<file path="config.mk">
export PLATFORM = sky130hd
export DESIGN_NAME = instruction_fetch_flat
export DESIGN_NICKNAME = d
export VERILOG_FILES = /design/src/rtl/instruction_fetch_pkg.sv /design/src/rtl/instruction_fetch_if.sv /design/src/rtl/instruction_fetch_decode.sv /design/src/rtl/instruction_fetch.sv /design/src/flat_wrapper.sv
export SDC_FILE = /design/constraint.sdc
export NUM_CORES = 1
export LEC_CHECK = 0
export ABC_AREA = 1
export BUFFER_PORTS_ARGS = -buffer_cell sky130_fd_sc_hd__buf_2
export CORE_MARGIN = 2
export CORE_UTILIZATION = 30
export DETAILED_ROUTE_END_ITERATION = 8
export PLACE_DENSITY = 0.72
export SLEW_MARGIN = 10
export SYNTH_ARGS = -nofsm -noshare
export SYNTH_HDL_FRONTEND = slang
export SYNTH_SLANG_ARGS = --single-unit
</file>
<file path="constraint.sdc">
create_clock -name clk -period 3 [get_ports clk]
set_input_delay 0.3 -clock clk [delete_from_list [all_inputs] [get_ports clk]]
set_output_delay 0.3 -clock clk [all_outputs]
set_load 0.05 [all_outputs]
</file>
<file path="src/rtl/instruction_fetch_pkg.sv">
// Shared definitions for the fetch stage and the control unit downstream of it.
// Holds the jump opcode, default widths and the fetch FSM state encoding.
package instruction_fetch_pkg;

    localparam int          OPC_W           = 4;
    localparam int          DEFAULT_INSTR_W = 32;
    localparam logic [OPC_W-1:0] OPC_JUMP   = 4'hF;

    typedef enum logic [1:0] {
        ST_IDLE  = 2'd0,
        ST_FETCH = 2'd1,
        ST_ISSUE = 2'd2,
        ST_HALT  = 2'd3
    } fetch_state_t;

endpackage

</file>
<file path="src/rtl/instruction_fetch_if.sv">
// Issue handshake between the fetch stage (master) and the control unit (slave).
interface instruction_fetch_if #(
    parameter int INSTR_W = 32,
    parameter int PC_W    = 4
);
    logic [INSTR_W-1:0] instr_out;
    logic [3:0]         opcode_out;
    logic               instr_valid;
    logic               instr_ready;
    logic [PC_W-1:0]    pc_out;

    modport master (
        output instr_out, opcode_out, instr_valid, pc_out,
        input  instr_ready
    );

    modport slave (
        input  instr_out, opcode_out, instr_valid, pc_out,
        output instr_ready
    );
endinterface

</file>
<file path="src/rtl/instruction_fetch_decode.sv">
// Combinational word select and jump classification for the word at the current PC.
module instruction_fetch_decode
    import instruction_fetch_pkg::*;
#(
    parameter int DEPTH   = 10,
    parameter int INSTR_W = 32,
    parameter int PC_W    = 4
) (
    input  logic [DEPTH*INSTR_W-1:0] program_addr_array,
    input  logic [PC_W-1:0]          pc,
    output logic [INSTR_W-1:0]       word,
    output logic                     is_zero,
    output logic                     is_jump,
    output logic [PC_W-1:0]          jump_tgt,
    output logic                     tgt_bad
);
    localparam logic [31:0] DEPTH_U = DEPTH;

    // A PC outside the image reads as zero, which halts the run.
    always_comb begin
        word = '0;
        for (int k = 0; k < DEPTH; k++) begin
            if (pc == PC_W'(k)) word = program_addr_array[k*INSTR_W +: INSTR_W];
        end
    end

    assign is_zero  = (word == '0);
    assign is_jump  = (word[INSTR_W-1 -: OPC_W] == OPC_JUMP);
    assign jump_tgt = word[PC_W-1:0];
    assign tgt_bad  = (32'(jump_tgt) >= DEPTH_U);

endmodule

</file>
<file path="src/rtl/instruction_fetch.sv">
// Fetch stage: walks the program image, resolves jumps locally and issues each
// non-jump word to the control unit over a valid/ready handshake.
module instruction_fetch
    import instruction_fetch_pkg::*;
#(
    parameter int DEPTH     = 10,
    parameter int INSTR_W   = 32,
    parameter int PC_W      = 4,
    parameter int MAX_JUMPS = 8
) (
    input  logic                     clk,
    input  logic                     rst_n,
    input  logic                     start,
    input  logic [DEPTH*INSTR_W-1:0] program_addr_array,
    instruction_fetch_if.master      bus,
    output logic                     busy,
    output logic                     halted,
    output logic                     fault
);
    localparam int                JCNT_W    = $clog2(MAX_JUMPS + 1);
    localparam logic [JCNT_W-1:0] JCNT_LAST = JCNT_W'(MAX_JUMPS - 1);
    localparam logic [PC_W-1:0]   PC_LAST   = PC_W'(DEPTH - 1);

    fetch_state_t       state;
    logic [PC_W-1:0]    pc;
    logic [JCNT_W-1:0]  jcnt;
    logic [INSTR_W-1:0] instr_q;
    logic               valid_q;

    logic [INSTR_W-1:0] word;
    logic               is_zero, is_jump, tgt_bad;
    logic [PC_W-1:0]    jump_tgt;

    instruction_fetch_decode #(
        .DEPTH   (DEPTH),
        .INSTR_W (INSTR_W),
        .PC_W    (PC_W)
    ) u_decode (
        .program_addr_array (program_addr_array),
        .pc                 (pc),
        .word               (word),
        .is_zero            (is_zero),
        .is_jump            (is_jump),
        .jump_tgt           (jump_tgt),
        .tgt_bad            (tgt_bad)
    );

    always_ff @(posedge clk or negedge rst_n) begin
        if (!rst_n) begin
            state   <= ST_IDLE;
            pc      <= '0;
            jcnt    <= '0;
            instr_q <= '0;
            valid_q <= 1'b0;
            halted  <= 1'b0;
            fault   <= 1'b0;
        end else begin
            case (state)
                ST_IDLE, ST_HALT: begin
                    if (start) begin
                        pc     <= '0;
                        jcnt   <= '0;
                        halted <= 1'b0;
                        fault  <= 1'b0;
                        state  <= ST_FETCH;
                    end
                end
                ST_FETCH: begin
                    if (is_zero) begin
                        halted <= 1'b1;
                        state  <= ST_HALT;
                    end else if (is_jump) begin
                        // The jump guard counts consecutive jumps; any issue resets it.
                        if (tgt_bad || jcnt == JCNT_LAST) begin
                            fault <= 1'b1;
                            state <= ST_HALT;
                        end else begin
                            pc   <= jump_tgt;
                            jcnt <= jcnt + JCNT_W'(1);
                        end
                    end else begin
                        instr_q <= word;
                        valid_q <= 1'b1;
                        jcnt    <= '0;
                        state   <= ST_ISSUE;
                    end
                end
                ST_ISSUE: begin
                    if (valid_q && bus.instr_ready) begin
                        valid_q <= 1'b0;
                        if (pc == PC_LAST) begin
                            halted <= 1'b1;
                            state  <= ST_HALT;
                        end else begin
                            pc    <= pc + PC_W'(1);
                            state <= ST_FETCH;
                        end
                    end
                end
                default: state <= ST_IDLE;
            endcase
        end
    end

    assign bus.instr_out   = instr_q;
    assign bus.opcode_out  = instr_q[INSTR_W-1 -: OPC_W];
    assign bus.instr_valid = valid_q;
    assign bus.pc_out      = pc;
    assign busy            = (state == ST_FETCH) || (state == ST_ISSUE);

endmodule
</file>
<file path="src/flat_wrapper.sv">
// flat-port wrapper written by rule: the top's interface ports become plain ports
module instruction_fetch_flat import instruction_fetch_pkg::*;
#(
    parameter int DEPTH     = 10,
    parameter int INSTR_W   = 32,
    parameter int PC_W      = 4,
    parameter int MAX_JUMPS = 8
)
  (clk, rst_n, start, program_addr_array, busy, halted, fault, bus_instr_out, bus_opcode_out, bus_instr_valid, bus_pc_out, bus_instr_ready);
  instruction_fetch_if #(.INSTR_W(INSTR_W), .PC_W(PC_W)) bus_i ();
  input  logic clk;
  input  logic rst_n;
  input  logic start;
  input  logic [DEPTH*INSTR_W-1:0] program_addr_array;
  output logic busy;
  output logic halted;
  output logic fault;
  output wire logic [$bits(bus_i.instr_out)-1:0] bus_instr_out;
  output wire logic [$bits(bus_i.opcode_out)-1:0] bus_opcode_out;
  output wire logic [$bits(bus_i.instr_valid)-1:0] bus_instr_valid;
  output wire logic [$bits(bus_i.pc_out)-1:0] bus_pc_out;
  input wire logic [$bits(bus_i.instr_ready)-1:0] bus_instr_ready;
  assign bus_instr_out = bus_i.instr_out;
  assign bus_opcode_out = bus_i.opcode_out;
  assign bus_instr_valid = bus_i.instr_valid;
  assign bus_pc_out = bus_i.pc_out;
  assign bus_i.instr_ready = bus_instr_ready;
  instruction_fetch #(.DEPTH(DEPTH), .INSTR_W(INSTR_W), .PC_W(PC_W), .MAX_JUMPS(MAX_JUMPS)) u_core (.clk(clk), .rst_n(rst_n), .start(start), .program_addr_array(program_addr_array), .bus(bus_i), .busy(busy), .halted(halted), .fault(fault));
endmodule
</file>
### After elaboration in Yosys (flattened, before gate mapping)

Cells that the tools add are included.
Widths: inputs -> output; s select.

| storage, ports and cells | value |
|---|---|
| register bits | 45 |
| input port bits | 324 |
| word-level logic and storage cells | 95 |
| output and inout port bits | 44 |

| cells by class | value |
|---|---|
| eq/ne operators | 26 |
| reductions and logical operators | 16 |
| magnitude comparators | 1 |
| muxes and demuxes | 41 |
| add/subtract/negate cells | 2 |
| bitwise operators | 2 |

Operators with widths:

| kind | count |
|---|---|
| $mux 32 | 10 |
| $mux 4 | 9 |
| $logic_not 32->1 | 1 |
| $eq 4x3->1 const B | 5 |
| $eq 4x4->1 const B | 3 |
| $mux 2 | 6 |
| $pmux 4 s3 | 1 |
| $reduce_and 4->1 | 3 |
| $mux 1 | 10 |
| $ne 2x1->1 const B | 5 |
| $ne 2x2->1 const B | 5 |
| $add 4x1->4 const B | 2 |
| $eq 4x2->1 const B | 2 |
| $pmux 4 s2 | 1 |
| $pmux 2 s3 | 1 |
| $reduce_and 3->1 | 2 |
| $reduce_and 6->1 | 1 |
| $reduce_and 5->1 | 1 |
| $eq 2x2->1 const B | 2 |
| $eq 4x1->1 const B | 1 |
| $ge 4x4->1 const B | 1 |
| $logic_not 4->1 | 1 |
| $ne 4x3->1 const B | 1 |
| $pmux 1 s2 | 2 |
| other kinds (9) | 12 |

### Longest topological paths before layout

| logic depth | value |
|---|---|
| depth after elaboration | 17 |
| depth in mapped cells | 23 |
| depth with buffers taken out | 22 |

### Modules after synthesis

Synthesis repeated with hierarchy kept, for this count alone.

| unflattened totals | value |
|---|---|
| cells, all modules | 921 |
| area total of the unflattened synthesis | 4957.3 µm² |

Modules (own cells, without submodules):

| module | instances | seq. area each (µm²) | cells each | area each (µm²) |
|---|---|---|---|---|
| instruction_fetch_decode | 1 | 0.0 | 668 | 2857.7 |
| instruction_fetch | 1 | 1126.1 | 253 | 2099.5 |

### Worst setup path before layout

Ideal clock, no wire load.

| path | value |
|---|---|
| path type | reg2reg |
| start | reg u_core.pc[1] (netlist: u_core.bus.pc_out[1]) |
| end | reg u_core.pc[3] (netlist: u_core.bus.pc_out[3]) |
| library setup time | 0.120 ns |
| buffers on the path | 1 |
| arrival | 2.925 ns |
| data required time | 2.880 ns |
| stages on the path, launching flop included | 22 |
| setup slack | -0.046 ns |
| clock period less this slack | 3.046 ns |
| cell sequence | dfrtp_1 -> inv_1 -> ha_1 -> nor2_1 -> clkbuf_1 -> nand3_1 -> nand3_1 -> nand2_1 -> nand3_1 -> nand2_1 -> nand2_1 -> nand2_1 -> nand2_1 -> nand2_1 -> o21ai_1 -> nand2_1 -> nor3_2 -> nor2_1 -> nor3_2 -> nand2_1 -> nand2_1 -> nand2_1 |

| between the ends | value |
|---|---|
| cells in the longest elaborated chain, start to end | 15 |
| elaborated cells between the ends (all ways) | 36 |
| classes of those cells | add/sub: 1; order compare: 1; eq/ne: 14; mux: 16; reduce/logical: 4 |

Ends and longest elaborated chain:

| item | RTL line | RTL |
|---|---|---|
| start, declared | instruction_fetch.sv:25 | `logic [PC_W-1:0] pc;` |
| start signal, assigned | instruction_fetch.sv:78 | `pc <= jump_tgt;` |
| start signal, assigned | instruction_fetch.sv:95 | `pc <= pc + PC_W'(1);` |
| $logic_not 4->1 | instruction_fetch_decode.sv:23 | `if (pc == PC_W'(k)) word = program_addr_array[k*INSTR_W +: INSTR_W];` |
| $mux 32 (10 in a row) | instruction_fetch_decode.sv:23 |  |
| $ge 4x4->1 / $mux 4 (equally long branches) | instruction_fetch_decode.sv:30, instruction_fetch.sv:74 |  |
| $logic_or 1x1->1 / $mux 4 (equally long branches) | instruction_fetch.sv:74, instruction_fetch.sv:72 |  |
| $ne 2x2->1 (no source line) / $mux 4 (equally long branches) | n/a |  |
| $reduce_and 6->1 (no source line) / $pmux 4 s3 (equally long branches) | n/a |  |

Parallel ways exist; a longest one is shown, timed or not. The select of a mux whose other input is x is not followed.
A chain may end at the register's enable or synchronous reset.

### Worst setup path in the final report

| path | value |
|---|---|
| start | reg u_core.pc[0] (netlist: u_core.bus.pc_out[0]) |
| end | reg u_core.instr_q[18] (netlist: u_core.bus.instr_out[18]) |

| between the ends | value |
|---|---|
| cells in the longest elaborated chain, start to end | 14 |
| elaborated cells between the ends (all ways) | 25 |
| classes of those cells | eq/ne: 10; mux: 10; bitwise: 2; reduce/logical: 3 |

Ends and longest elaborated chain:

| item | RTL line | RTL |
|---|---|---|
| $logic_not 4->1 | instruction_fetch_decode.sv:23 |  |
| $mux 32 (9 in a row) | instruction_fetch_decode.sv:23 |  |
| $mux 32 (*) | instruction_fetch_decode.sv:23 |  |
| $logic_not 32->1 / $eq 4x4->1 (equally long branches) | instruction_fetch_decode.sv:27, instruction_fetch_decode.sv:28 |  |
| $not 1->1 (no source line) | n/a |  |
| $reduce_and 3->1 (no source line) | n/a |  |
| end signal, assigned | instruction_fetch.sv:82 | `instr_q <= word;` |
| end, declared | instruction_fetch.sv:27 | `logic [INSTR_W-1:0] instr_q;` |

Mark *: on every way between the ends. The rest lies on a longest branch, timed or not.

==> results by group <==
Routing
  • Drt first pass iters: 6
  • Drc violations: 0
  • Routed vias/inst: roughly 5
  • Post-route antenna net violation count: 0
  • DR vias: 9214
  • Post-Route WL: 32200 µm
  • Starting DRT DRC Count: 730
  • WL per Instance: 17.4 µm

Clocking
  • Num CTS Buffers: 5
  • H-tree level count: 2
  • CTS Hold Buffers Added: 0
  • Clk slew on worst S/H paths: 70 ps
  • Longest Clk Path Bufs: 2
  • CTS Root Cell: clkbuf_16
  • Worst skew pair latency: 300 ps
  • CTS tree: built
  • Sink Count: 45

Yosys
  • Most common cell in the netlist: nand2_1
  • Synth top cells by count: 474 x nand2_1, 164 x nor2_1, 134 x nand3_1
  • Cell taking the most area after synthesis: nand2_1
  • Synth Register Bits: 45
  • Mapped cell area: between 0.005 and 0.006 mm²
  • Cells after Synth: 1154
  • Synth warn: 0
  • Top-area cell type share of the netlist area: 30.0%
  • Number of synthesized flops with an enable pin: 0
  • Post-synthesis sequential area ratio: a little under a fifth
  • Synth Flop Type: dfrtp_1
  • Mapped Nets: 1485
  • Asr flop ratio synth: 100%
  • Syn Area/Cell: 5.15 µm²
  • Netlist cell types: 33
  • Largest cells by area after synthesis: nand2_1 30%, dfrtp_1 19%, nand3_1 11%

STA
  • Fmax: 0.329 GHz
  • Slew HR: 30.3%
  • Final hold vios: 0
  • Worst-Margin Slew: 1050 ps
  • RSZ-0062 raised after global routing: yes
  • Worst setup margin: -35.1 ps
  • Final slew viol count: 0
  • Final period util: 101%
  • Skew final: 5.12 ps
  • Setup violators final: 19
  • Crit path time final: 3040 ps

Worst setup path
  • Crit end category: flip-flop
  • Worst Setup SP: u_core.bus.pc_out[0]
  • Worst reg2reg path depth: 20
  • Critical path fanouts, max: 9
  • R2R Path Start: u_core.bus.pc_out[0]
  • Cell mode on critical path: nand2_1
  • Critical path data arrival time: 3210 ps
  • Setup crit start kind: flip-flop
  • Critical Path, Cell by Cell: buf_6, ha_4, nand3_4, buf_12, buf_6, nand2_1, nand3b_1, nand2_1, nand2_1, nand2_2, nand2_1, a21oi_2, nand2_1, nor2_1, nand2_2, nor2_4, nand2_4, nand2_8, clkbuf_16, o21ai_1
  • Worst path max stage delay: roughly 440 ps
  • Class of the most critical setup path: reg2reg
  • Worst path slowest cell: dfrtp_2
  • Worst Path Required: 3180 ps
  • FF-to-FF setup slack: -40 ps

GRT
  • Pin count of the biggest net entering global routing: 71
  • GRT Total Usage: 26.1%
  • Total global routing overflow: 0
  • First-pass GRT wire length: 41700 µm
  • Initial antenna violation count: 8
  • Vias in the first global route: 7956

Min path
  • Worst hold path type: in2async

Pwr
  • Leak pwr: 0.00568 µW
  • Peak supply drop: 0.572 mV
  • Total power: 7980 µW
  • Pwr dens: 790 mW/mm²

Cells and area
  • Area added between synthesis and finish: 70.2%
  • Layout cells sized above 1: a little over two fifths
  • Fill cell count: 2000
  • Post-route design area: roughly 0.010 mm²
  • Layout Nets: 1912

Die
  • Die width: ~140 µm
  • Starting density of the core: 30.5%
  • # IOs: 368
  • Core footprint: 0.0195 mm²
  • Std-Cell Rows: 51
  • Chip Height: 145 µm
  • Die ar.: roughly 0.021 mm²

Run
  • # Max-Cap Violations: 0

Placement
  • GPL Wtd Cong: 0.984
  • Port bufs: 367
  • DP HPWL: 23100 µm
  • DP Area: 0.00854 mm²

Status
  • Failing checks: setup timing
  • Status: finished, violations left
==> power breakdown <==
group / internal (µW) / leakage (µW) / switching (µW)
logic: 2460 / 0.00505 / 3900
clock network: 310 / 0.0000642 / 243
registers: 868 / 0.000567 / 201
total: 3640 / 0.00568 / 4350
==> layout by cell type (no fill, tap or decap), types with 4 or more instances in the layout <==
cell,n
a21boi_2,13
inv_1,99
nand3_2,11
or2_0,4
buf_12,21
o21ai_1,37
dfrtp_1,42
buf_6,12
nand3b_1,23
buf_4,73
diode_2,8
buf_2,367
o21ai_0,7
inv_2,10
nand2_2,59
nand4_1,6
clkbuf_16,20
nor2_1,151
a21oi_2,8
nand3_1,123
nand2_4,10
nor2_2,7
nor2_4,8
nand2_1,407
ha_4,4
o21ai_2,13
a21oi_1,4
a21oi_4,4
==> path summary, 6_finish.rpt <==
kind | end
setup / recovery | u_core.bus.instr_out[18]
hold / removal | u_core.bus.instr_valid
setup reg to reg | u_core.bus.instr_out[18]
hold reg to reg | u_core.bus.instr_out[27]
max in group asynchronous | u_core.bus.pc_out[3]
min in group clk | u_core.bus.instr_valid
==> per-layer routing <==
layer	track usage, %	part of all wire [%]	vias up
met5	0	0	-
met4	10.2	4.0	0
met3	5.33	8.8	102
met2	45.3	47	505
met1	31.8	41	4161
li1	-	-	4446
==> sequential cells by signal, indices dropped and copies added, names as in the netlist <==
signal,flops
u_core.bus.pc_out,4
u_core.bus.instr_valid,1
u_core.bus.instr_out,32
u_core.jcnt,4
u_core.halted,1
u_core.fault,1
u_core.state,2
==> stage by stage <==
step | TNS (ps) | hold slack, ps | setup slack [ps] | instances | utilization [%]
final | -310 | 193 | -35.1 | 1855 | 51.9
after global routing | -5080 | 279 | -158 | 1854 | 51.9
after floorplan | 0 | 4.41 | 90.2 | 1154 | -
after CTS | -36.0 | 227 | -18.4 | 1796 | 45.2
after global placement | -4740 | 470 | -151 | 1786 | 43.9
after detailed placement | -8910 | 478 | -269 | 1786 | 43.9
==> cell type report <==
class	count	area, µm²	area share [%]
multi-input cells	924	4680	46.3
repair buffers	490	3360	33.2
flip-flops and latches	45	1130	11.2
inverters	115	444	4.39
well taps	265	332	3.28
clock buffers	7	133	1.31
diodes	8	20.0	0.198
clock inverters	1	7.51	0.0743
==> critical path, delay by kind of cell (launching register included) <==
kind / cells / cell delay (ps)
AND/OR/NAND/NOR: 13 / 1420
buffers and inverters: 4 / 570
AO/OA/AOI/OAI: 2 / 280
flip-flops: 1 / 440
adder cells (fa/ha/maj): 1 / 180
==> cell families (layout without fill, tap and decap cells) <==
| logic type | Yosys count | after routing | share of synthesized area [%] |
|---|---|---|---|
| other cells | 0 | 8 | 0 |
| fa+ha+maj | 7 | 7 | 1.47 |
| buf+inv | 186 | 613 | 12.9 |
| simple gates | 820 | 821 | 57.5 |
| xor+xnor | 2 | 2 | 0.295 |
| compound gates | 94 | 94 | 8.89 |
| flops | 45 | 45 | 19.0 |
==> timing repair <==
| item | in CTS | in global routing |
|---|---|---|
| setup buffers | 1 | 31 |
| pin swaps | 5 | 71 |
| setup endpoints to repair | 44 | 45 |
| cloned | 1 | 20 |
| resized for setup | 24 | 166 |
No activity file was read; power rests on OpenSTA's default activity.
